==> src/rtl/rst_seq_rx.sv <==
// Purpose : reset receiver/sequencer; synchronises Rst release, then releases core and peripheral domains in order.
// Latency : RstCore_n rises SYNC_STAGES+CORE_DLY edges after release, RstPeriph_n/Ready PERIPH_DLY edges later.
// Backpr. : SwRstReq is a level held until SwRstAck; requests outside RUN are ignored and not counted.
//
// Ports:
//   Clk          system clock, rising edge
//   Rst          asynchronous active-high system reset
//   SwRstReq     software reset request (level)
//   SwRstAck     one-cycle acknowledge of an accepted request
//   RstCore_n    core domain reset, active low
//   RstPeriph_n  peripheral domain reset, active low
//   Ready        both domains out of reset
//   RstCount     accepted software resets, saturating
module rst_seq_rx #(
    parameter int SYNC_STAGES = 2,
    parameter int CORE_DLY    = 16,
    parameter int PERIPH_DLY  = 8,
    parameter int CNT_W       = 8
) (
    input  logic             Clk,
    input  logic             Rst,
    input  logic             SwRstReq,
    output logic             SwRstAck,
    output logic             RstCore_n,
    output logic             RstPeriph_n,
    output logic             Ready,
    output logic [CNT_W-1:0] RstCount
);

    typedef enum logic [2:0] {
        HOLD        = 3'd0,
        CORE_WAIT   = 3'd1,
        PERIPH_WAIT = 3'd2,
        RUN         = 3'd3,
        SW_RST      = 3'd4
    } state_t;

    localparam int MAX_DLY = (CORE_DLY > PERIPH_DLY) ? CORE_DLY : PERIPH_DLY;
    localparam int DLY_W   = (MAX_DLY > 1) ? $clog2(MAX_DLY) : 1;

    // Wait states exit when the counter reads zero, so a delay of N edges loads N-1.
    localparam logic [DLY_W-1:0] CORE_LD   = DLY_W'(CORE_DLY - 1);
    localparam logic [DLY_W-1:0] PERIPH_LD = DLY_W'(PERIPH_DLY - 1);

    state_t                 r_state;
    logic [SYNC_STAGES-1:0] r_sync;
    logic [DLY_W-1:0]       r_dly;
    logic                   r_core_n;
    logic                   r_periph_n;
    logic                   r_ack;
    logic [CNT_W-1:0]       r_cnt;

    state_t                 w_state_nxt;
    logic [DLY_W-1:0]       w_dly_nxt;
    logic                   w_core_n_nxt;
    logic                   w_periph_n_nxt;
    logic                   w_ack_nxt;
    logic [CNT_W-1:0]       w_cnt_nxt;
    logic                   w_sync_done;

    // The last stage turns 1 on this edge when the one before it is already 1;
    // leaving HOLD on that same edge puts synchronised release at E(SYNC_STAGES).
    assign w_sync_done = r_sync[SYNC_STAGES-2];

    // State register: every output is a flop, cleared asynchronously by Rst.
    always_ff @(posedge Clk or posedge Rst) begin
        if (Rst) begin
            r_state    <= HOLD;
            r_sync     <= '0;
            r_dly      <= '0;
            r_core_n   <= 1'b0;
            r_periph_n <= 1'b0;
            r_ack      <= 1'b0;
            r_cnt      <= '0;
        end else begin
            r_state    <= w_state_nxt;
            // Keeps shifting ones; after release it stays all-ones, so a
            // software reset never re-runs the synchroniser.
            r_sync     <= {r_sync[SYNC_STAGES-2:0], 1'b1};
            r_dly      <= w_dly_nxt;
            r_core_n   <= w_core_n_nxt;
            r_periph_n <= w_periph_n_nxt;
            r_ack      <= w_ack_nxt;
            r_cnt      <= w_cnt_nxt;
        end
    end

    // Next-state and shared delay counter.
    always_comb begin
        w_state_nxt = r_state;
        w_dly_nxt   = r_dly;
        case (r_state)
            HOLD: begin
                if (w_sync_done) begin
                    w_state_nxt = CORE_WAIT;
                    w_dly_nxt   = CORE_LD;
                end
            end
            CORE_WAIT: begin
                if (r_dly == '0) begin
                    w_state_nxt = PERIPH_WAIT;
                    w_dly_nxt   = PERIPH_LD;
                end else begin
                    w_dly_nxt = r_dly - DLY_W'(1);
                end
            end
            PERIPH_WAIT: begin
                if (r_dly == '0) begin
                    w_state_nxt = RUN;
                end else begin
                    w_dly_nxt = r_dly - DLY_W'(1);
                end
            end
            RUN: begin
                if (SwRstReq) begin
                    w_state_nxt = SW_RST;
                end
            end
            SW_RST: begin
                w_state_nxt = CORE_WAIT;
                w_dly_nxt   = CORE_LD;
            end
            default: begin
                w_state_nxt = HOLD;
                w_dly_nxt   = '0;
            end
        endcase
    end

    // Output decode from the next state, so registered outputs change on the
    // same edge as the state. Core is released in both PERIPH_WAIT and RUN,
    // peripheral only in RUN, which makes the release order structural.
    always_comb begin
        w_core_n_nxt   = (w_state_nxt == PERIPH_WAIT) || (w_state_nxt == RUN);
        w_periph_n_nxt = (w_state_nxt == RUN);
        w_ack_nxt      = (r_state == RUN) && (w_state_nxt == SW_RST);
        w_cnt_nxt      = r_cnt;
        if (w_ack_nxt && (r_cnt != {CNT_W{1'b1}})) begin
            w_cnt_nxt = r_cnt + CNT_W'(1);
        end
    end

    assign SwRstAck    = r_ack;
    assign RstCore_n   = r_core_n;
    assign RstPeriph_n = r_periph_n;
    // Ready is by definition identical to the peripheral release flop.
    assign Ready       = r_periph_n;
    assign RstCount    = r_cnt;

endmodule

==> config.mk <==
export PLATFORM = sky130hd
export DESIGN_NAME = rst_seq_rx
export DESIGN_NICKNAME = d
export VERILOG_FILES = /design/src/rtl/rst_seq_rx.sv
export SDC_FILE = /design/constraint.sdc
export NUM_CORES = 1
export LEC_CHECK = 0
export CAP_MARGIN = 15
export CORE_ASPECT_RATIO = 1.1
export CORE_MARGIN = 5
export CORE_UTILIZATION = 55
export CTS_BUF_LIST = sky130_fd_sc_hd__clkbuf_2
export DETAILED_ROUTE_END_ITERATION = 16
export HOLD_SLACK_MARGIN = 0.12
export PLACE_DENSITY_LB_ADDON = 0.08
export SLEW_MARGIN = 20
export SYNTH_ARGS = -nofsm -noshare
export SYNTH_HDL_FRONTEND = slang
export SYNTH_SLANG_ARGS = --single-unit
==> constraint.sdc <==
create_clock -name Clk -period 3.1 [get_ports Clk]
set_input_delay 0.775 -clock Clk [delete_from_list [all_inputs] [get_ports Clk]]
set_output_delay 0.775 -clock Clk [all_outputs]
set_load 0.03 [all_outputs]
; ---- After elaboration in Yosys (flattened, before gate mapping)
; Cells that the tools add are included.
[classes]
n_mux = 9
reduce_logical = 6
eq_ne = 10
bitwise_logic = 1
addsub = 2
[ops]
columns = op, count
row1 = $pmux W4 S5, 1
row2 = $pmux W3 S5, 1
row3 = $eq A3 B2 Y1 const B, 4
row4 = $mux W3, 4
row5 = $mux W4, 3
row6 = $add A8 B1 Y8 const B, 1
row7 = $ne A8 B8 Y1 const B, 1
row8 = $eq A3 B3 Y1 const B, 2
row9 = $logic_not A4 Y1, 1
row10 = $ne A2 B2 Y1 const B, 2
row11 = $sub A4 B1 Y4 const B, 1
row12 = $eq A3 B1 Y1 const B, 1
row13 = $logic_not A3 Y1, 1
row14 = $reduce_and A3 Y1, 1
row15 = $logic_and A1 B1 Y1, 2
row16 = $logic_or A1 B1 Y1, 1
row17 = $not A1 Y1, 1
[word_totals]
regBits = 19
in_bits = 3
elab_cells = 35

; ---- Longest topological paths before layout
; Gate-level depths: netlist of the first run.
[depth]
word_depth = 6
mapped_depth = 6

; ---- Least setup slack after synthesis of the first run
; Ideal clock, no wire load.
[synth_timing]
kind = input to register
from = input SwRstReq
to = register r_cnt[7], in the netlist RstCount[7]
stages = 4
path_slack_ns = 1.316
arrival_time_ns = 1.656
path_buffers = 0
cell_sequence = and4b_2 > and4_4 > nand3_1 > mux2_1
[synth_via]
elab_chain_len = 5
[synth_lines]
columns = element, line
row1 = "start, declared", 22  ; input logic SwRstReq,
row2 = $mux W3, 115  ; if (SwRstReq) begin
row3 = $pmux W3 S5, 92  ; case (r_state)
row4 = $eq A3 B3 Y1, 136  ; w_ack_nxt = (r_state == RUN) && (w_state_nxt == SW_RST);
row5 = $logic_and A1 B1 Y1, 136
row6 = $logic_and A1 B1 Y1, 138  ; if (w_ack_nxt && (r_cnt != {CNT_W{1'b1}})) begin
row7 = "end signal, assigned", 84  ; r_cnt <= w_cnt_nxt;
row8 = "end, declared", 51  ; logic [CNT_W-1:0] r_cnt;
; No other way between the ends.
; A chain may end at the register's enable or synchronous reset.

; ---- Worst setup path after layout of the first run
[layout_timing]
from = register r_cnt[6], in the netlist RstCount[6]
to = output RstCount[6]
[layout_rtl]
columns = element, line
row1 = "end, declared", 27  ; output logic [CNT_W-1:0] RstCount
; No word-level cell between the ends.

==> results of run 1 <==
==> report_power, final <==
part / internal (W) / total (W) / switching (W)
logic: 0.000166 / 0.000342 / 0.000175
registers: 0.000307 / 0.000385 / 0.0000789
clock network: 0.0000342 / 0.000106 / 0.0000713
==> worst reg2reg max path, stage by stage (launching register included) <==
cell and delay, ns:
dfrtp_1 0.61, and4b_2 0.34, and4_4 0.25, nand3_1 0.09, mux2_1 0.31
==> worst max path at each step <==
stage / slack, ns / depth (start not counted) / end / from
4_1_cts: 0.85 / 1 / RstCount[6] / RstCount[6]$_DFFE_PP0P_
6_report: 0.88 / 1 / RstCount[6] / RstCount[6]$_DFFE_PP0P_
5_1_grt: 0.77 / 1 / RstCount[6] / RstCount[6]$_DFFE_PP0P_
3_5_place_dp: 0.73 / 5 / RstCount[7]$_DFFE_PP0P_ / SwRstReq
3_3_place_gp: 0.75 / 5 / RstCount[7]$_DFFE_PP0P_ / SwRstReq
2_1_floorplan: 1.32 / 4 / RstCount[7]$_DFFE_PP0P_ / SwRstReq
==> final cells by class <==
type                            instances  share of cell area, %
Inverter                                5                   1.65
Tap cell                               18                   1.98
Sequential cell                        19                   41.8
Multi-Input combinational cell         66                   40.5
Clock buffer                            4                   1.76
Timing Repair Buffer                   14                   12.3
==> metrics by stage <==
stage,util [%],area (um^2)
after floorplan,-,977
after global placement,64.2,1120
after detailed placement,64.2,1120
after CTS,65.4,1140
after global routing,65.4,1140
final,65.4,1140
==> state kept, by name, indices dropped and copies added (netlist names) <==
name / cells
RstCount: 8
r_dly: 4
r_state: 3
Ready: 1
RstCore_n: 1
SwRstAck: 1
r_sync: 1
==> routing by layer <==
| metal | vias to the layer above | global-route usage [%] | routed length (um) |
|---|---|---|---|
| met5 | - | 0 | 0 |
| met4 | 0 | 6.11 | 0 |
| met3 | 0 | 4.09 | 58 |
| met2 | 9 | 27.0 | 941 |
| met1 | 364 | 20.4 | 840 |
| li1 | 375 | - | - |
==> cell families after synthesis <==
| logic type | Yosys count |
|---|---|
| compound gates | 27 |
| xor+xnor | 4 |
| fa+ha+maj | 2 |
| buf+inv | 9 |
| flops | 19 |
| mux | 3 |
| other cells | 1 |
| simple gates | 29 |
==> cells in the final DEF (no fill, tap or decap) <==
| master | count |
|---|---|
| nand2_1 | 6 |
| nand3b_1 | 1 |
| inv_1 | 5 |
| mux2i_1 | 1 |
| o31ai_1 | 2 |
| nor2_1 | 2 |
| nor2b_1 | 1 |
| clkdlybuf4s50_1 | 14 |
| o21ai_0 | 2 |
| and3_1 | 2 |
| o21ai_1 | 4 |
| and4b_2 | 1 |
| or3_1 | 2 |
| or2_1 | 1 |
| clkbuf_2 | 4 |
| dfrtp_1 | 19 |
| a211oi_1 | 2 |
| nor4b_1 | 1 |
| a31oi_1 | 3 |
| ha_1 | 2 |
| o41ai_1 | 2 |
| conb_1 | 1 |
| a21oi_1 | 7 |
| nand3_1 | 4 |
| or3b_1 | 1 |
| xnor2_1 | 4 |
| nor3b_2 | 1 |
| mux2_1 | 2 |
| and4_4 | 1 |
| a211o_1 | 3 |
| or3_4 | 1 |
| a21o_1 | 1 |
| o311ai_0 | 1 |
| nand2b_1 | 2 |
| and4b_1 | 2 |
==> impl_metrics.json, run 1 <==
{
  "setup_viol": 0,
  "synth.top_cell.area_share_pct": 48.7,
  "ys_warn_count": 0,
  "r2r-end": "RstCount[7]$_DFFE_PP0P_",
  "yosys.area_share.xor_xnor_pct": 3.59,
  "synthTopCellsByArea": "dfrtp_1 49%, a21oi_1 3.6%, xnor2_1 3.6%, a211o_1 2.7%, ha_1 2.6%",
  "die_w_um": 50.2,
  "critPathMaxFanout": 6,
  "critPathCaptureType": "output pin",
  "clk_latency_ns": 0.29,
  "arrival_ns": 1.45,
  "postCtsHoldBufs": 0,
  "multi_input_area_um2": 462,
  "power_w": 0.000833,
  "finalCriticalPeriod_ns": 2.22,
  "r2r_cells": 4,
  "fillers": 143,
  "synth.most_common_cell": "dfrtp_1",
  "ys_seq_area_share_pct": 48.7,
  "crit_slowest_cell": "clkdlybuf4s50_1",
  "r2r-start": "r_state[0]$_DFF_PP0_",
  "drt.antenna.violating_nets": 0,
  "whs_ns": 0.535,
  "rsz0062_at_grt": "no",
  "viasPerCell": 5.94,
  "dieArea_mm2": 0.00272,
  "whs_path_depth": 1,
  "die_h_um": 54.2,
  "crit_family": "buffers and inverters",
  "synth_edf_count": 0,
  "synthFlopType": "dfrtp_1",
  "cts.sinks": 19,
  "vias": 748,
  "ys_seq_elements": 19,
  "dp_hpwl_mm": 1.36,
  "start_util_pct": 56.1,
  "seqCellArea_um2": 475,
  "rows": 16,
  "ys_types": 36,
  "outcome": "complete, no violations",
  "setup_tns_ns": 0,
  "final-instance-count-excl-fill": 126,
  "grt_pass1_wl_mm": 3.42,
  "timing.final.ws_setup_ns": 0.879,
  "max_stage_delay_ns": 0.71,
  "cp-start-kind": "flip-flop",
  "dr.pass1.iters": 4,
  "maxCapViolations": 0,
  "synth_mux_area_share_pct": 3.33,
  "synth_common_cells": "19 x dfrtp_1, 7 x a21oi_1, 6 x nand2_1",
  "finalHoldViolations": 0,
  "gp_congestion": 0.852,
  "drt_wl_total_mm": 1.84,
  "synth_top_family_by_area": "simple AND/OR/NAND/NOR gates",
  "p_per_area_mw_per_mm2": 731,
  "yosys.area_share.adder_pct": 2.56,
  "area.growth.synth_to_final_pct": 16.5,
  "cts_tree": "done",
  "io_buffer_count": 14,
  "syn_nets": 99,
  "clk_pin_slew_worst_paths_ns": 0.16,
  "finClkSkew_ns": 0.00808,
  "numCtsBuffers": 3,
  "synth_simple_gate_area_share_pct": 19.6,
  "core_area_mm2": 0.00174,
  "synthArstFlopShare_pct": 100,
  "synth_area_um2": 977,
  "worst-path-buf-inv": 1,
  "antenna_found_initial": 0,
  "worstMarginPinSlew_ns": 0.730,
  "grt_max_degree": 20,
  "post-place-cells": 122,
  "drt-wirelength-per-cell_um": 14.6,
  "grt_util_all_layers_pct": 16.2,
  "cts.path.max_buffers": 2,
  "clock-root-buffer": "clkbuf_2",
  "io_pins": 15,
  "path_class": "flip-flop to output pin",
  "pre_cts_ws_ns": 0.725,
  "grt_pass1_vias": 801,
  "cts_resized": 0,
  "insertedDiodeCount": 0,
  "drcViolationCount": 0,
  "holdPathEnd": "RstCount[4]$_DFFE_PP0P_",
  "ir_drop_uv": 543,
  "post-cts-setup-buffers": 0,
  "synth_top_cell_by_area": "dfrtp_1",
  "slew_violations": 0,
  "hp-class": "flip-flop to flip-flop",
  "required_ns": 2.32,
  "worstHoldStart": "RstCount[4]$_DFFE_PP0P_",
  "r2r_slack_ns": 1.41,
  "fin_nets": 114,
  "grt.overflow.total": 0,
  "drt-initial-drc-count": 10,
  "cp_cell_sequence": "clkdlybuf4s50_1",
  "max_freq_mhz": 450,
  "synth_compound_area_share_pct": 17.8,
  "cellLeakagePower_nw": 0.514,
  "drive_above_1_share_pct": 7.41,
  "finalCritPeriodShare_pct": 71.6,
  "syn-instance-count": 94,
  "slew_headroom_pct": 51.3,
  "avgSynthCellArea_um2": 10.4,
  "htree_levels": 1
}
Power figures use the tool's default switching activity.
==> run 2: changes to the inputs <==
CORE_UTILIZATION = 54   (was 55)
clock period = 2.2 ns   (was 3.1 ns; I/O delays follow)
==> run 2 against run 1 <==
  * Cell count grew 1.6%
  * Setup slack lost 0.67 ns
  * Final area grew 1.3%
  * Global-route usage shrank 0.88 points
  * Power grew 42%
  * Sequential share of layout area shrank 0.54 points
  * Critical endpoint unchanged
  * Largest cell class unchanged
==> impl_metrics.json, run 2 (synthesis gave the netlist of run 1 again) <==
{
  "core_area_mm2": 0.00176,
  "r2r-end": "r_dly[2]$_DFFE_PP0P_",
  "p_per_area_mw_per_mm2": 1020,
  "worstHoldStart": "RstCount[4]$_DFFE_PP0P_",
  "arrival_ns": 1.44,
  "dr.max_layer_used": "met4",
  "cts.sinks": 19,
  "crit_slowest_cell": "clkdlybuf4s50_1",
  "clkPwrFrac_pct": 12.5,
  "worst-path-buf-inv": 1,
  "final_common_cell": "dfrtp_1",
  "finClkSkew_ns": 0.000513,
  "grt.overflow.total": 0,
  "setup_viol": 0,
  "cp_cell_sequence": "clkdlybuf4s50_1",
  "crit_family": "buffers and inverters",
  "power.switching_w": 0.000462,
  "die_h_um": 54.6,
  "clk_latency_ns": 0.29,
  "r2r_slack_ns": 0.51,
  "met2_wirelength_um": 963,
  "ir_drop_uv": 787,
  "insertedDiodeCount": 0,
  "combPwrFrac_pct": 41.6,
  "drcViolationCount": 0,
  "p_sw_share_pct": 39.2,
  "holdPathEnd": "RstCount[4]$_DFFE_PP0P_",
  "grt_pass1_vias": 741,
  "dieArea_mm2": 0.00276,
  "r2r-start": "r_dly[0]$_DFFE_PP0P_",
  "grt_pass1_wl_mm": 3.17,
  "outcome": "complete, no violations",
  "area.growth.synth_to_final_pct": 18.1,
  "antenna_found_initial": 0,
  "post-cts-setup-buffers": 0,
  "seq_power_share_pct": 45.9,
  "wl_met1_um": 839,
  "multi_input_area_um2": 462,
  "setup_tns_ns": 0,
  "cts_resized": 0,
  "drt-wirelength-per-cell_um": 14.7,
  "htree_levels": 1,
  "r2r_cells": 6,
  "gp_congestion": 0.807,
  "drt.antenna.violating_nets": 0,
  "vias": 747,
  "cellLeakagePower_nw": 0.523,
  "critPathCaptureType": "output pin",
  "fillers": 158,
  "grt_max_degree": 20,
  "finalCriticalPeriod_ns": 1.99,
  "finalCritPeriodShare_pct": 90.7,
  "maxCapViolations": 0,
  "fin_area_mm2": 0.00115,
  "max_freq_mhz": 501,
  "rsz0062_at_grt": "no",
  "dpl-instance-area_mm2": 0.00113,
  "required_ns": 1.65,
  "pre_cts_ws_ns": 0.104,
  "final_cell_mix": "19 x dfrtp_1, 14 x clkdlybuf4s50_1, 7 x a21oi_1",
  "fin_nets": 116,
  "cts.path.max_buffers": 2,
  "hp-class": "flip-flop to flip-flop",
  "rows": 16,
  "drt-initial-drc-count": 7,
  "dr_wl_met3_um": 58,
  "drive_above_1_share_pct": 9.09,
  "viasPerCell": 5.84,
  "largest_register_ffs": 8,
  "numCtsBuffers": 3,
  "path_class": "flip-flop to output pin",
  "dr.pass1.iters": 4,
  "critPathMaxFanout": 6,
  "seqCellArea_um2": 475,
  "postCtsHoldBufs": 0,
  "finalHoldViolations": 0,
  "clk_pin_slew_worst_paths_ns": 0.17,
  "whs_path_depth": 1,
  "die_w_um": 50.6,
  "timing.final.ws_setup_ns": 0.205,
  "start_util_pct": 55.5,
  "cp-start-kind": "flip-flop",
  "io_pins": 15,
  "cts_tree": "done",
  "internal-power_w": 0.000717,
  "grt_util_all_layers_pct": 15.4,
  "clock-root-buffer": "clkbuf_2",
  "io_buffer_count": 14,
  "slew_violations": 0,
  "dp_hpwl_mm": 1.40,
  "drt_wl_total_mm": 1.88,
  "max_stage_delay_ns": 0.70
}
## run 2: cell count changes in the layout (fill, tap and decap cells not counted), sizes merged
| cell | delta |
|---|---|
| buf | +2 |
## run 2: worst max-delay path by stage
| stage | from | end | slack, ns | cells past startpoint |
|---|---|---|---|---|
| after detailed placement | SwRstReq | RstCount[7]$_DFFE_PP0P_ | 0.10 | 5 |
| after CTS | RstCount[6]$_DFFE_PP0P_ | RstCount[6] | 0.18 | 1 |
| after global routing | RstCount[6]$_DFFE_PP0P_ | RstCount[6] | 0.10 | 1 |
| after global placement | SwRstReq | RstCount[7]$_DFFE_PP0P_ | 0.12 | 5 |
| final | RstCount[6]$_DFFE_PP0P_ | RstCount[6] | 0.21 | 1 |
| after floorplan | RstCount[3]$_DFFE_PP0P_ | RstCount[1]$_DFFE_PP0P_ | 0.58 | 4 |
## run 2: routing by layer
metal	up-vias	global-route usage, %
met5	-	0
met1	358	17.8
met3	2	3.81
met4	0	6.38
li1	377	-
met2	10	27.1
## run 2: cell type report
| class | instances | share of cell area, % |
|---|---|---|
| Tap cell | 18 | 1.95 |
| Clock buffer | 4 | 1.74 |
| Timing Repair Buffer | 16 | 13.4 |
| Multi-Input combinational cell | 66 | 40.0 |
| Sequential cell | 19 | 41.2 |
| Inverter | 5 | 1.63 |
## run 2: through the flow
| stage | util [%] | total power [W] | cells | hold slack, ns |
|---|---|---|---|---|
| 2_1_floorplan | - | 0.000893 | 94 | 0.483 |
| 4_1_cts | 65.5 | 0.00120 | 128 | 0.527 |
| 3_5_place_dp | 64.3 | 0.00104 | 124 | 0.505 |
| 5_1_grt | 65.5 | 0.00128 | 128 | 0.558 |
| 6_report | 65.5 | 0.00118 | 128 | 0.525 |
| 3_3_place_gp | 64.3 | 0.00102 | 124 | 0.504 |
## run 2: power by group through the flow
| stage | clock network, W | registers [W] | logic, W |
|---|---|---|---|
| 6_report | 0.000147 | 0.000541 | 0.000491 |
| 2_1_floorplan | 0 | 0.000573 | 0.000320 |
| 3_3_place_gp | 0 | 0.000545 | 0.000478 |
| 5_1_grt | 0.000175 | 0.000561 | 0.000539 |
| 3_5_place_dp | 0 | 0.000550 | 0.000493 |
| 4_1_cts | 0.000158 | 0.000542 | 0.000496 |
==> run 3: changes to the inputs <==
CTS_BUF_LIST = sky130_fd_sc_hd__clkbuf_8   (was sky130_fd_sc_hd__clkbuf_2)
CTS_CLUSTER_DIAMETER = 80   (was default)
==> run 3 against run 2 <==
  * Hold slack worse by 0.0081 ns
  * Largest cell class unchanged
  * Maximum frequency is 3.9% higher
  * First-iteration DRC count is 29% higher
  * Die area stayed put
  * Critical path depth stayed put
  * Critical endpoint unchanged
  * Sequential power hardly changed
  * Non-clock buffer count stayed put
==> impl_metrics.json, run 3 (synthesis gave the netlist of run 1 again) <==
{
  "outcome": "complete, no violations",
  "dieArea_mm2": 0.00276,
  "finalCriticalPeriod_ns": 1.92,
  "start_util_pct": 55.5,
  "fillers": 157,
  "vias": 755,
  "grt.overflow.total": 0,
  "drt-wirelength-per-cell_um": 14.8,
  "io_buffer_count": 14,
  "path_class": "flip-flop to output pin",
  "postCtsHoldBufs": 0,
  "grt_util_all_layers_pct": 15.8,
  "required_ns": 1.65,
  "hp-class": "flip-flop to flip-flop",
  "gp_congestion": 0.807,
  "cp-start-kind": "flip-flop",
  "cts_resized": 0,
  "setup_viol": 0,
  "numCtsBuffers": 3,
  "setup_tns_ns": 0,
  "slew_violations": 0,
  "insertedDiodeCount": 0,
  "rsz0062_at_grt": "no",
  "p_per_area_mw_per_mm2": 1070,
  "ir_drop_uv": 729,
  "grt_max_degree": 20,
  "grt_pass1_vias": 748,
  "cts_tree": "done",
  "htree_levels": 1,
  "drive_above_1_share_pct": 8.18,
  "critPathMaxFanout": 6,
  "worst-path-buf-inv": 1,
  "cts.sinks": 19,
  "max_freq_mhz": 521,
  "clock-root-buffer": "clkbuf_8",
  "viasPerCell": 5.90,
  "grt_pass1_wl_mm": 3.22,
  "die_w_um": 50.6,
  "cp_cell_sequence": "clkdlybuf4s50_1",
  "dr.pass1.iters": 4,
  "crit_family": "buffers and inverters",
  "rows": 16,
  "drt_wl_total_mm": 1.89,
  "maxCapViolations": 0,
  "final_cell_mix": "19 x dfrtp_1, 14 x clkdlybuf4s50_1, 7 x a21oi_1",
  "utilization_pct": 66.9,
  "finClkSkew_ns": 0.00312,
  "io_pins": 15,
  "antenna_found_initial": 0,
  "post-cts-setup-buffers": 0,
  "crit_slowest_cell": "clkdlybuf4s50_1",
  "dp_hpwl_mm": 1.40,
  "finalCritPeriodShare_pct": 87.2,
  "cellLeakagePower_nw": 0.533,
  "die_h_um": 54.6,
  "fin_nets": 116,
  "critPathCaptureType": "output pin",
  "area.growth.synth_to_final_pct": 20.6,
  "arrival_ns": 1.37,
  "final_common_cell": "dfrtp_1",
  "largest_register_ffs": 8,
  "drt-initial-drc-count": 9,
  "max_stage_delay_ns": 0.70,
  "finalHoldViolations": 0,
  "drt.antenna.violating_nets": 0,
  "clk_latency_ns": 0.25,
  "core_area_mm2": 0.00176,
  "drcViolationCount": 0,
  "cts.path.max_buffers": 2,
  "clk_pin_slew_worst_paths_ns": 0.06
}
run 3: final timing paths:
check	start	endpoint	slack, ns	cells after the start
max	RstCount[6]$_DFFE_PP0P_	RstCount[6]	0.28	1
max in group asynchronous	Rst	Ready$_DFF_PP0_	1.37	3
max reg2reg	r_dly[0]$_DFFE_PP0P_	r_dly[2]$_DFFE_PP0P_	0.51	6
min	RstCount[4]$_DFFE_PP0P_	RstCount[4]$_DFFE_PP0P_	0.52	1
min in group asynchronous	Rst	RstCount[1]$_DFFE_PP0P_	0.62	3
min reg2reg	RstCount[4]$_DFFE_PP0P_	RstCount[4]$_DFFE_PP0P_	0.52	1
run 3: per-layer routing:
layer	track usage, %	up-vias	wire (um)
met3	3.81	2	67
met1	17.8	365	835
met4	8.94	0	23
li1	-	376	-
met5	0	-	0
met2	27.3	12	967
run 3: final cells by class:
cell class | count | area [um^2] | share of cell area, %
timing repair buffer | 16 | 155 | 13.2
inverter | 5 | 18.8 | 1.59
clock inverter | 1 | 3.75 | 0.318
multi-input combinational | 66 | 462 | 39.2
sequential | 19 | 475 | 40.3
tap | 18 | 22.5 | 1.91
clock buffer | 3 | 41.3 | 3.50
run 3: power breakdown:
| group | internal, W | switching, W | leakage, nW |
|---|---|---|---|
| logic | 0.000237 | 0.000255 | 0.263 |
| registers | 0.000433 | 0.000109 | 0.244 |
| clock network | 0.000124 | 0.000107 | 0.0269 |
run 3: metrics by stage:
stage               cells  instance area (um^2)  total power, W  hold WS [ns]  worst slack, ns
floorplan              94                   977        0.000893         0.483            0.576
finish                128                  1180         0.00126         0.517            0.281
detailed placement    124                  1130         0.00104         0.505            0.104
global placement      124                  1130         0.00102         0.504            0.118
global route          128                  1180         0.00136         0.560            0.207
CTS                   128                  1180         0.00128         0.522            0.268
